File: src/rtl/alu_nibble_serial.sv
// Nibble-serial ALU: processes one 4-bit slice per clock, LSB nibble first,
// with optional BCD correction for ADD/SUB and an accumulator write-back.
module alu_nibble_serial #(
  parameter int WIDTH  = 8,
  parameter bit DEC_EN = 1'b1
) (
  input  logic             CLK,
  input  logic             n_RES,
  input  logic             START,
  input  logic [2:0]       OP,
  input  logic [WIDTH-1:0] A,
  input  logic [WIDTH-1:0] B,
  input  logic             CIN,
  input  logic             DEC,
  input  logic             WR_AC,
  output logic             BUSY,
  output logic             DONE,
  output logic [WIDTH-1:0] RES,
  output logic             ACR,
  output logic             AVR,
  output logic             ZR,
  output logic             NR,
  output logic [WIDTH-1:0] AC
);

  localparam int N  = WIDTH / 4;
  localparam int CW = (N > 1) ? $clog2(N) : 1;
  localparam logic [CW-1:0] LAST = CW'(N - 1);

  localparam logic [2:0] OP_ADD   = 3'd0;
  localparam logic [2:0] OP_SUB   = 3'd1;
  localparam logic [2:0] OP_AND   = 3'd2;
  localparam logic [2:0] OP_OR    = 3'd3;
  localparam logic [2:0] OP_EOR   = 3'd4;
  localparam logic [2:0] OP_SR    = 3'd5;
  localparam logic [2:0] OP_PASSA = 3'd6;
  localparam logic [2:0] OP_PASSB = 3'd7;

  typedef enum logic {IDLE, RUN} state_t;

  state_t          state;
  logic [CW-1:0]   cnt;
  logic            carry;

  logic [WIDTH-1:0] a_q, b_q, work;
  logic [2:0]       op_q;
  logic             cin_q, dec_q, wr_q;

  logic [CW+1:0]    base;
  logic [3:0]       nib_a, nib_b, nib_bx, bin, nib;
  logic [4:0]       sum;
  logic             ovf, arith;
  logic [WIDTH-1:0] shr, next_work;

  // bx is already inverted for SUB; returns {carry, nibble} after optional BCD fix-up
  function automatic logic [4:0] nib_arith(input logic [3:0] a, input logic [3:0] bx,
                                           input logic c, input logic sub, input logic dec);
    logic [4:0] s;
    s = {1'b0, a} + {1'b0, bx} + {4'b0000, c};
    if (dec && !sub && (s > 5'd9)) return {1'b1, s[3:0] + 4'd6};
    if (dec && sub && !s[4])       return {1'b0, s[3:0] - 4'd6};
    return s;
  endfunction

  always_comb begin
    base   = {cnt, 2'b00};
    nib_a  = a_q[base +: 4];
    nib_b  = b_q[base +: 4];
    arith  = (op_q == OP_ADD) || (op_q == OP_SUB);
    nib_bx = (op_q == OP_SUB) ? ~nib_b : nib_b;
    sum    = nib_arith(nib_a, nib_bx, carry, op_q == OP_SUB, dec_q);
    // overflow is judged on the uncorrected binary sum of the slice
    bin    = nib_a + nib_bx + {3'b000, carry};
    ovf    = (nib_a[3] == nib_bx[3]) && (bin[3] != nib_a[3]);
    shr    = {cin_q, a_q[WIDTH-1:1]};
    case (op_q)
      OP_ADD, OP_SUB: nib = sum[3:0];
      OP_AND:         nib = nib_a & nib_b;
      OP_OR:          nib = nib_a | nib_b;
      OP_EOR:         nib = nib_a ^ nib_b;
      OP_SR:          nib = shr[base +: 4];
      OP_PASSA:       nib = nib_a;
      OP_PASSB:       nib = nib_b;
      default:        nib = nib_a;
    endcase
    next_work = work;
    next_work[base +: 4] = nib;
  end

  // Operand latches and partial result: no reset needed, qualified by state
  always_ff @(posedge CLK) begin
    if (state == IDLE && START) begin
      a_q   <= A;
      b_q   <= B;
      op_q  <= OP;
      cin_q <= CIN;
      dec_q <= DEC & DEC_EN;
      wr_q  <= WR_AC;
    end
    if (state == RUN) work <= next_work;
  end

  // Sequencer and architected outputs
  always_ff @(posedge CLK or negedge n_RES) begin
    if (!n_RES) begin
      state <= IDLE;
      cnt   <= '0;
      carry <= 1'b0;
      BUSY  <= 1'b0;
      DONE  <= 1'b0;
      RES   <= '0;
      ACR   <= 1'b0;
      AVR   <= 1'b0;
      ZR    <= 1'b0;
      NR    <= 1'b0;
      AC    <= '0;
    end else begin
      DONE <= 1'b0;
      case (state)
        IDLE: begin
          if (START) begin
            state <= RUN;
            cnt   <= '0;
            carry <= CIN;
            BUSY  <= 1'b1;
          end
        end
        RUN: begin
          carry <= sum[4];
          cnt   <= cnt + CW'(1);
          if (cnt == LAST) begin
            state <= IDLE;
            BUSY  <= 1'b0;
            DONE  <= 1'b1;
            RES   <= next_work;
            ACR   <= arith ? sum[4] : ((op_q == OP_SR) ? a_q[0] : 1'b0);
            AVR   <= arith & ovf;
            ZR    <= (next_work == '0);
            NR    <= next_work[WIDTH-1];
            if (wr_q) AC <= next_work;
          end
        end
        default: state <= IDLE;
      endcase
    end
  end

endmodule

File: config.mk
export PLATFORM = sky130hd
export DESIGN_NAME = alu_nibble_serial
export DESIGN_NICKNAME = d
export VERILOG_FILES = /design/src/rtl/alu_nibble_serial.sv
export SDC_FILE = /design/constraint.sdc
export NUM_CORES = 1
export LEC_CHECK = 0
export BUFFER_PORTS_ARGS = -buffer_cell sky130_fd_sc_hd__buf_2
export CAP_MARGIN = 20
export CORE_UTILIZATION = 45
export CTS_CLUSTER_DIAMETER = 150
export DETAILED_ROUTE_END_ITERATION = 8
export GPL_TIMING_DRIVEN = 0
export PLACE_DENSITY = 0.77
export RECOVER_POWER = 25
export SYNTH_ARGS = -nofsm -noshare
export SYNTH_HDL_FRONTEND = slang
export SYNTH_SLANG_ARGS = --single-unit
File: constraint.sdc
create_clock -name CLK -period 10.15 [get_ports CLK]
set_clock_uncertainty 0.15 [all_clocks]
set_input_delay 1.5225 -clock CLK [delete_from_list [all_inputs] [get_ports CLK]]
set_output_delay 1.5225 -clock CLK [all_outputs]
set_load 0.1 [all_outputs]
==> impl_metrics.json <==
{
  "status": "finished, final reports clean",
  "gp_congestion": 0.857,
  "r2r-start": "cnt$_DFFE_PN0P_",
  "clock_latency_ps": 310,
  "io_pins": 47,
  "cp_cell_sequence": "buf_2 > buf_2 > mux2i_1 > xnor2_1 > fa_1 > fa_1 > xor2_1 > inv_2 > o311ai_1 > a21oi_1 > a2111oi_0 > a211oi_2 > a41o_1",
  "route.detailed.drc": 0,
  "ys_seq_area_frac": 0.511,
  "synth_nets": 284,
  "num_vias": 1948,
  "antenna_left": 0,
  "grt_start_max_net_pins": 25,
  "htree_levels": 2,
  "syn2layout_area_growth_pct": 15.8,
  "yosysUniqueCellTypes": 51,
  "grtUsageTotal": 0.179,
  "cts_root_buf": "clkbuf_8",
  "synth-async-reset-ratio": 0.471,
  "synth_area_leaders": "edfxtp_1 29%, dfrtp_1 22%, ha_1 6.3%, mux2i_1 5.8%, nand2_1 3.8%",
  "cts_hold_buf": 0,
  "yosys.area.top_type": "edfxtp_1",
  "max_cap_viol_count": 0,
  "insertedDiodeCount": 0,
  "dp_hpwl_um": 3810,
  "hold_path_class": "reg2reg",
  "cp.arrival_ps": 4390,
  "reg2reg_setup_slack_ps": 5820,
  "path_buf_inv": 3,
  "hold_path_end": "AC[5]$_DFFE_PN0P_",
  "vias_per_cell": 5.22,
  "grt_remaining_overflow": 0,
  "cts_buffers": 5,
  "port_buffers": 46,
  "avgSynthCellArea_um2": 11.4,
  "critPathTopFamily": "compound AO/OA/AOI/OAI gates",
  "path_clk_slew_ps": 100,
  "core-area_um2": 5920,
  "hold_depth": 2,
  "firstDrtPassIters": 4,
  "whs_ps": 331,
  "synth_edf_count": 27,
  "rsz0062_at_grt": "no",
  "die_h_um": 80.3,
  "die_w_um": 80.3,
  "hold_violations": 0,
  "grt_pass1_vias": 1832,
  "yosys_warnings": 0,
  "drt_iter0_drc": 217,
  "cts_tree": "yes",
  "tns_ps": 0,
  "cts.repair.resized": 0,
  "clock.fmax_mhz": 231,
  "path_class": "reg2reg",
  "endpoint_kind": "flop",
  "min_period_over_period": 0.427,
  "synthCells": 243,
  "row_count": 28,
  "ff_latch_area_um2": 1410,
  "fillCellCount": 517,
  "worst_slew_pin_slew_ps": 1280,
  "finalSetupViolCount": 0,
  "wl_per_cell_um": 13.6,
  "fin_util": 0.540,
  "slew_headroom": 0.144,
  "cts_num_sinks": 51,
  "cts_setup_buffers": 0,
  "synth_seq_cells": 51,
  "drv_slew": 0,
  "final_nets": 338,
  "drive_gt1_frac": 0.255,
  "start_util": 0.466,
  "startpoint_type": "flop",
  "antenna_found_initial": 0,
  "grt_pass1_wl_um": 8730,
  "drt-total-wl_um": 5090,
  "reg2reg_depth": 13,
  "netlist_area_um2": 2760,
  "synth_top_area_frac": 0.294,
  "r2r_end": "ZR$_DFFE_PN0P_",
  "synth-main-ff-cell": "edfxtp_1",
  "cpPeakStageDelay_ps": 590,
  "crit_path_max_fanout": 10,
  "crit_required_ps": 10210,
  "fin_crit_ps": 4330,
  "hold_start": "AC[5]$_DFFE_PN0P_",
  "die_area_um2": 6450,
  "cts.path.max_buffers": 2,
  "cpMaxStageDelayCell": "a2111oi_0",
  "multi_input_area_um2": 1220
}
[worst min-delay path: stages (launching register included)]
cell and delay (ps):
dfrtp_1 350, nand2_1 40, o21ai_0 60
[metal layers]
metal | routed length, um | up-vias | GRT usage
met2 | 2380 | 57 | 0.279
li1 | - | 978 | -
met4 | 72 | 0 | 0.0571
met3 | 222 | 6 | 0.0375
met5 | 0 | - | 0
met1 | 2420 | 907 | 0.249
[cells in the final DEF, fill, tap and decap left out, types with 3 or more instances in the layout]
cell type	instances
edfxtp_1	27
clkbuf_8	5
nand2b_1	4
mux2i_1	16
mux4_2	3
ha_1	14
inv_1	15
nor2_1	13
o21ai_1	3
nand3_1	4
buf_2	46
xor2_1	6
nand2_1	28
mux2_2	7
o21ai_0	18
clkbuf_1	10
dfrtp_1	24
a21oi_1	6
[registers in the layout (all words and copies together), names as in the netlist, 3 cells and up]
register / flops
AC: 8
RES: 8
a_q: 8
op_q: 3
work: 5
b_q: 8
[area by class of cell]
class	instances	area share
Buffer	14	0.0235
Clock buffer	5	0.0215
Clock inverter	3	0.00900
Inverter	16	0.0188
Multi-Input combinational cell	162	0.380
Sequential cell	51	0.441
Tap cell	75	0.0294
Timing Repair Buffer	47	0.0759
[metrics by stage]
stage	cell area [um^2]	setup slack, ps	std cells
6_report	3200	5820	373
5_1_grt	3200	5560	373
4_1_cts	3200	5840	373
3_5_place_dp	3100	5870	365
3_3_place_gp	3080	5920	364
2_1_floorplan	2760	6300	243
[cell families after synthesis]
family	Yosys count	share of synthesized area
AOI/OAI and AO/OA	48	0.113
DFF	51	0.511
and+or+nand+nor	64	0.112
buffers and inverters	30	0.0490
muxes	26	0.111
xor gates and xnor gates	8	0.0254
adders and majority gates	16	0.0780
[synthesized netlist by cell type (all sizes together) (3+ instances only)]
cell and number:
mux2 7, inv 16, nand2 28, a21oi 6, nor2 13, clkbuf 9, edfxtp 27, mux2i 16
a211oi 3, xor2 6, nand3 4, dfrtp 24, buf 5, ha 14, o21ai 21, mux4 3
nand2b 4
[how the worst max path moves through the flow]
stage	from	end	slack, ps	depth (start not counted)
2_1_floorplan	cnt$_DFFE_PN0P_	ZR$_DFFE_PN0P_	6300	14
3_3_place_gp	cnt$_DFFE_PN0P_	ZR$_DFFE_PN0P_	5920	14
3_5_place_dp	cnt$_DFFE_PN0P_	work[3]$_DFFE_PP_	5870	14
4_1_cts	cnt$_DFFE_PN0P_	work[3]$_DFFE_PP_	5840	14
5_1_grt	cnt$_DFFE_PN0P_	AC[6]$_DFFE_PN0P_	5560	13
6_report	cnt$_DFFE_PN0P_	ZR$_DFFE_PN0P_	5820	13
Power is not shown: default switching activity piles up to over one toggle a cycle in this logic, so the estimate is an artifact.
